**src/rtl/uart_receiver.sv**
```systemverilog
// ---------------------------------------------------------------------------
// uart_receiver
//
// Serial-to-parallel UART receive stage for 8N1 frames (LSB first, line idle
// high). The asynchronous line is brought into the clk domain through two
// flops, and every decision uses that synchronized copy. A start edge is
// qualified half a bit later. Each following bit is then sampled once per bit
// period, near the middle of the bit.
//
// Optional feature (compile-time macro UART_RECEIVER_PARITY_EN):
//   Undefined (default): plain 8N1. rx_parity_error_out is tied to 0.
//   Defined: an even-parity bit follows data bit 7. A good stop bit with bad
//     parity gives a parity-error pulse instead of a valid pulse.
//
// Parameters:
//   ClocksPerBaud  clock cycles per bit period (>= 2)
//
// Ports:
//   clk                   system clock
//   rst_n                 asynchronous reset, active low
//   rx_in                 serial line, asynchronous to clk, idle high
//   rx_byte_out           last good received byte
//   rx_byte_valid_out     one-cycle pulse, rx_byte_out updated in same cycle
//   rx_framing_error_out  one-cycle pulse when the stop bit samples 0
//   rx_parity_error_out   one-cycle pulse on parity mismatch (0 unless enabled)
//   rx_busy_out           high whenever the receiver is not idle
//
// Handshake: there is no backpressure. rx_byte_valid_out is a single-cycle
// strobe and must be taken in that cycle. rx_byte_out keeps its value until
// the next good frame overwrites it.
// ---------------------------------------------------------------------------
module uart_receiver #(
  parameter int ClocksPerBaud = 2
) (
  input  logic       clk,
  input  logic       rst_n,
  input  logic       rx_in,
  output logic [7:0] rx_byte_out,
  output logic       rx_byte_valid_out,
  output logic       rx_framing_error_out,
  output logic       rx_parity_error_out,
  output logic       rx_busy_out
);

  localparam int HalfBaud = ClocksPerBaud / 2;
  localparam int CntW     = (ClocksPerBaud > 2) ? $clog2(ClocksPerBaud) : 1;
  localparam logic [CntW-1:0] BaudLoad = CntW'(ClocksPerBaud - 1);
  localparam logic [CntW-1:0] HalfLoad = CntW'(HalfBaud - 1);

`ifdef UART_RECEIVER_PARITY_EN
  typedef enum logic [2:0] {
    IDLE   = 3'd0,
    START  = 3'd1,
    DATA   = 3'd2,
    STOP   = 3'd3,
    BREAK  = 3'd4,
    PARITY = 3'd5
  } state_t;
`else
  typedef enum logic [2:0] {
    IDLE  = 3'd0,
    START = 3'd1,
    DATA  = 3'd2,
    STOP  = 3'd3,
    BREAK = 3'd4
  } state_t;
`endif

  state_t          state;
  logic            rx_sync1;
  logic            rx_sync2;
  logic [7:0]      shift_reg;
  logic [2:0]      bit_cnt;
  logic [CntW-1:0] baud_cnt;
  logic            rxs;

  assign rxs         = rx_sync2;
  assign rx_busy_out = (state != IDLE);

`ifdef UART_RECEIVER_PARITY_EN
  logic parity_bit;
  logic parity_err_q;

  assign rx_parity_error_out = parity_err_q;
`else
  assign rx_parity_error_out = 1'b0;
`endif

  always_ff @(posedge clk or negedge rst_n) begin
    if (!rst_n) begin
      state                <= IDLE;
      rx_sync1             <= 1'b1;
      rx_sync2             <= 1'b1;
      shift_reg            <= '0;
      bit_cnt              <= '0;
      baud_cnt             <= '0;
      rx_byte_out          <= '0;
      rx_byte_valid_out    <= 1'b0;
      rx_framing_error_out <= 1'b0;
`ifdef UART_RECEIVER_PARITY_EN
      parity_bit           <= 1'b0;
      parity_err_q         <= 1'b0;
`endif
    end else begin
      rx_sync1             <= rx_in;
      rx_sync2             <= rx_sync1;
      // Strobes default low so that each one lasts exactly one cycle.
      rx_byte_valid_out    <= 1'b0;
      rx_framing_error_out <= 1'b0;
`ifdef UART_RECEIVER_PARITY_EN
      parity_err_q         <= 1'b0;
`endif

      case (state)
        IDLE: begin
          if (!rxs) begin
            state    <= START;
            baud_cnt <= HalfLoad;
          end
        end

        // Check the start bit again near the middle of the bit. If the line
        // is high again, the low level was only a glitch.
        START: begin
          if (baud_cnt != '0) begin
            baud_cnt <= baud_cnt - CntW'(1);
          end else if (!rxs) begin
            state    <= DATA;
            baud_cnt <= BaudLoad;
            bit_cnt  <= '0;
          end else begin
            state <= IDLE;
          end
        end

        // Shift each bit in from the MSB side. After eight shifts, bit 0 is
        // at position [0].
        DATA: begin
          if (baud_cnt != '0) begin
            baud_cnt <= baud_cnt - CntW'(1);
          end else begin
            shift_reg <= {rxs, shift_reg[7:1]};
            baud_cnt  <= BaudLoad;
            if (bit_cnt == 3'd7) begin
`ifdef UART_RECEIVER_PARITY_EN
              state <= PARITY;
`else
              state <= STOP;
`endif
            end else begin
              bit_cnt <= bit_cnt + 3'd1;
            end
          end
        end

`ifdef UART_RECEIVER_PARITY_EN
        PARITY: begin
          if (baud_cnt != '0) begin
            baud_cnt <= baud_cnt - CntW'(1);
          end else begin
            parity_bit <= rxs;
            baud_cnt   <= BaudLoad;
            state      <= STOP;
          end
        end
`endif

        // The receiver returns to IDLE right at the mid-stop sample. It does
        // not wait for the stop bit to end, so a start bit that comes
        // straight after the stop bit is still caught.
        STOP: begin
          if (baud_cnt != '0) begin
            baud_cnt <= baud_cnt - CntW'(1);
          end else if (rxs) begin
            state <= IDLE;
`ifdef UART_RECEIVER_PARITY_EN
            // Even parity: data bits and parity bit together have an even
            // number of ones.
            if (^{shift_reg, parity_bit}) begin
              parity_err_q <= 1'b1;
            end else begin
              rx_byte_out       <= shift_reg;
              rx_byte_valid_out <= 1'b1;
            end
`else
            rx_byte_out       <= shift_reg;
            rx_byte_valid_out <= 1'b1;
`endif
          end else begin
            rx_framing_error_out <= 1'b1;
            state                <= BREAK;
          end
        end

        // A line held low (break) gives only the one framing error above.
        // Wait here until the line goes high again.
        BREAK: begin
          if (rxs) begin
            state <= IDLE;
          end
        end

        default: state <= IDLE;
      endcase
    end
  end

endmodule

```
**config.mk**
```make
export PLATFORM = sky130hd
export DESIGN_NAME = uart_receiver
export DESIGN_NICKNAME = d
export VERILOG_FILES = /design/src/rtl/uart_receiver.sv
export SDC_FILE = /design/constraint.sdc
export NUM_CORES = 1
export LEC_CHECK = 0
export ABC_CLOCK_PERIOD_IN_PS = 2420
export BUFFER_PORTS_ARGS = -buffer_cell sky130_fd_sc_hd__buf_2
export CORE_MARGIN = 4
export CORE_UTILIZATION = 55
export DETAILED_ROUTE_END_ITERATION = 10
export PLACE_DENSITY = 0.87
export SLEW_MARGIN = 5
export SYNTH_ARGS = -nofsm -noshare
export SYNTH_HDL_FRONTEND = slang
export SYNTH_SLANG_ARGS = --single-unit
export TNS_END_PERCENT = 20
```
**constraint.sdc**
```tcl
create_clock -name clk -period 2.42 [get_ports clk]
set_clock_uncertainty 0.2 [all_clocks]
set_input_delay 0.484 -clock clk [delete_from_list [all_inputs] [get_ports clk]]
set_output_delay 0.484 -clock clk [all_outputs]
set_load 0.02 [all_outputs]
```
==> flow_summary.toml, run 1 <==
[clock_network]
cts_hold_buf = 1
cts.sinks = 27
cts_tree = "done"
postCtsSetupBuffers = 0
cts_buffer_depth = 2
clockRootBuffer = "clkbuf_4"
path_clk_slew_ps = 130
cts_made_buffers = 3
insertion_delay_ps = 310
htree_levels = 1
cts_resized = 0

[placed_design]
dpl.hpwl_um = 1210
port_buffers = 13
placedCellCount = 120
gp_congestion = 0.719

[critical_path]
crit_fanout = 11
crit_type = "reg2out"
crit_required_ps = 1740
worstPathArrival_ps = 1410
startpoint_type = "flop"
endpoint_kind = "output pin"

[yosys]
synthArstFlopShare = 1.00
yosysUniqueCellTypes = 25
syn-cell-area_um2 = 1150
seq_area_frac_synth = 0.591
synth_edf_count = 0
ys.flop_type = "dfrtp_1"
synth_fp_nets = 89
synth_area_leader_cell = "dfrtp_1"
yosys_warnings = 0
synth_seq_cells = 27
synth.area.top_cells = "dfrtp_1, mux2_2, dfstp_2"
netlist_instances = 84
syn-mean-instance-area_um2 = 13.7
synth.top_cell.area_share = 0.545

[power_and_ir_drop]
powerDensity_nw_per_um2 = 1200
p_leak_nw = 0.620
power_mw = 1.50
max-vdd-ir-drop_uv = 735

[outcome]
status = "finished, final reports clean"

[die]
dieArea_um2 = 2880
floorplan.initialDensity = 0.585
fp.dieW_um = 53.7
core_area_um2 = 1960
die_h_um = 53.7
row_count = 16
num_io_pins = 15

[sta]
finalCritPeriodShare = 0.867
slew_headroom = 0.624
slew_viol_final = 0
rsz0062_at_grt = "false"
fin_setup_tns_ps = 0
hold_viol = 0
fin_crit_ps = 2100
finalSetupViolations = 0
worst_pin_slew_ps = 558
maxClockFrequency_mhz = 477

[detailed_routing]
drcViolationCount = 0
detail-route-antenna-nets = 0
first_pass_iters = 2
vias_per_cell = 5.22
vias = 652
route.met2.wl_um = 800
drt-initial-drc-count = 5
wl_met3_um = 60
routedWlPerCell_um = 13.4
highest_layer = "met4"
wl_um = 1670
wl_met1_um = 798

[hold_path]
hp-class = "in2reg"

[global_routing]
overflow = 0
grt_pass1_vias = 631
grt_pass1_wl_um = 2800
grtUsageTotal = 0.136
grt_max_degree = 28
antenna_found_initial = 0

[layout]
fin_cells = 125
final_nets = 104
fill_cells = 174
fin_util = 0.638
drive_above_1_share = 0.388
antennaDiodeCount = 0
syn_to_final_growth_pct = 9.05

[job]
max-cap-violations = 0
layout make-up:
class	instances	area, um2	area share
Clock buffer	4	26.3	0.0210
Sequential cell	27	678	0.542
Inverter	4	15.0	0.0120
Timing Repair Buffer	14	75.1	0.0600
Multi-Input combinational cell	49	423	0.338
Tap cell	27	33.8	0.0270
where the power goes:
group	switching [mW]	internal [mW]	total, mW
Clock	0.116	0.0643	0.180
Combinational	0.270	0.279	0.549
Sequential	0.154	0.614	0.768
Total	0.540	0.957	1.50
worst paths after layout:
path | startpoint | to | slack [ps] | depth (start not counted)
max in group asynchronous | rst_n | rx_sync2 | 1160 | 2
min in group asynchronous | rst_n | baud_cnt | 490 | 2
worst min register to register | rx_sync1 | rx_sync2 | 170 | 0
worst max register to register | bit_cnt[0] | bit_cnt[0] | 500 | 5
worst min-delay path | rx_in | rx_sync1 | 50 | 1
worst max-delay path | state[0] | rx_busy_out | 320 | 2
cells in the mapped netlist, types with 2 or more instances:
master    n
mux2i_1   3
nor2b_1   2
nor3b_1   3
a21oi_1   2
inv_1     4
mux2_2   17
dfrtp_1  25
dfstp_2   2
nor2_1    4
ha_1      2
nand2_1   5
buf_4     2
layer usage:
layer / track usage / up-vias
li1: - / 315
met1: 0.176 / 325
met4: 0.0383 / 0
met2: 0.212 / 10
met5: 0 / -
met3: 0.0499 / 2
worst max-delay path: stages (launching register included):
cell and delay [ps]:
dfrtp_1 530, or3_1 410, buf_2 170
cell usage in the layout, fill, tap and decap left out, drive strengths merged, types with 3 or more instances in the layout:
cell and instances:
mux2 17, nor2 5, inv 4, clkbuf 4
mux2i 3, buf 13, nand2 5, dfrtp 25
nor3b 3
kinds of logic (layout without fill, tap and decap cells):
group	count (synthesis)	count (layout)	synth area share
other	1	1	0.00327
muxes	20	20	0.193
and+or+nand+nor	21	21	0.123
AOI/OAI and AO/OA	5	5	0.0273
adders and majority gates	2	2	0.0218
DFF	27	27	0.591
buffers and inverters	8	22	0.0403
stage by stage:
step	cell area [um2]	hold slack, ps	worst slack (ps)
finish	1250	54.9	322
global route	1250	36.9	244
CTS	1250	45.7	315
detailed placement	1210	150	521
global placement	1210	146	588
floorplan	1150	-11.6	708
No activity file was read; power rests on OpenSTA's default activity.
==> run 2: changes to the inputs <==
- MAX_ROUTING_LAYER: default -> met4
==> flow_summary.toml, run 2 (synthesized netlist as in run 1, its figures left out) <==
[outcome]
status = "finished, final reports clean"

[placed_design]
placedCellCount = 120
gp_congestion = 0.727
port_buffers = 13
placed_cell_area_um2 = 1210
dpl.hpwl_um = 1210
pre_cts_slack_ps = 521

[detailed_routing]
vias_per_cell = 5.22
first_pass_iters = 2
drt-initial-drc-count = 5
routedWlPerCell_um = 13.4
drcViolationCount = 0
vias = 652
detail-route-antenna-nets = 0
wl_um = 1670

[sta]
rsz0062_at_grt = "false"
setup_slack_ps = 322
fin_crit_ps = 2100
maxClockFrequency_mhz = 477
finalSetupViolations = 0
fin_setup_tns_ps = 0
slew_headroom = 0.624
worst_pin_slew_ps = 558
slew_viol_final = 0
hold_viol = 0
finalCritPeriodShare = 0.867

[layout]
final_nets = 104
drive_above_1_share = 0.388
mostFrequentLayoutCell = "dfrtp_1"
syn_to_final_growth_pct = 9.05
fin_cells = 125
finalInstanceArea_um2 = 1250
mostFrequentLayoutCells = "dfrtp_1, mux2_2, buf_2"
fin_util = 0.638
antennaDiodeCount = 0

[clock_network]
cts_hold_buf = 1
cts.sinks = 27
cts_resized = 0
insertion_delay_ps = 310
cts_buffer_depth = 2
cts_tree = "done"
clockRootBuffer = "clkbuf_4"
postCtsSetupBuffers = 0
cts_made_buffers = 3
path_clk_slew_ps = 130
htree_levels = 1

[die]
die_h_um = 53.7
floorplan.initialDensity = 0.585
num_io_pins = 15
row_count = 16
fp.dieW_um = 53.7
core_area_um2 = 1960
dieArea_um2 = 2880

[critical_path]
endpoint_kind = "output pin"
crit_type = "reg2out"
worstPathArrival_ps = 1410
crit_fanout = 11
r2r_slack_ps = 500
crit_required_ps = 1740
startpoint_type = "flop"

[global_routing]
overflow = 0
grt_max_degree = 28
grt_pass1_vias = 632
antenna_found_initial = 0
grtUsageTotal = 0.139
grt_pass1_wl_um = 2790

[power_and_ir_drop]
max-vdd-ir-drop_uv = 735
p_leak_nw = 0.620
powerDensity_nw_per_um2 = 1200

[hold_path]
hp-class = "in2reg"

[job]
max-cap-violations = 0
run 2: stage by stage:
stage	hold slack, ps	power, mW
after floorplan	-11.6	1.20
after global placement	146	1.30
after detailed placement	150	1.33
after CTS	45.7	1.52
after global routing	36.9	1.60
final	54.9	1.50
run 2: worst max-delay path, stage by stage (launching register included):
cell and delay [ps]:
dfrtp_1 530, or3_1 410, buf_2 170
run 2: final timing paths:
kind                                 start           to  cells past startpoint
worst max-delay path              state[0]  rx_busy_out                      2
worst min-delay path                 rx_in     rx_sync1                      1
worst max register to register  bit_cnt[0]   bit_cnt[0]                      5
worst min register to register    rx_sync1     rx_sync2                      0
max in group asynchronous            rst_n     rx_sync2                      2
min in group asynchronous            rst_n     baud_cnt                      2
run 2: area by class of cell:
class                   count  area, um2
repair buffers             14       75.1
multi-input cells          49        423
clock buffers               4       26.3
well taps                  27       33.8
flip-flops and latches     27        678
fillers                   174        711
inverters                   4       15.0
run 2: routing by layer:
layer | routed length (um) | track usage
met5 | 0 | -
met1 | 798 | 0.176
met4 | 10 | 0.0383
met3 | 60 | 0.0499
met2 | 800 | 0.212
run 2: power breakdown:
group          internal (mW)  switching, mW
Sequential             0.614          0.154
Combinational          0.279          0.270
Clock                 0.0643          0.116
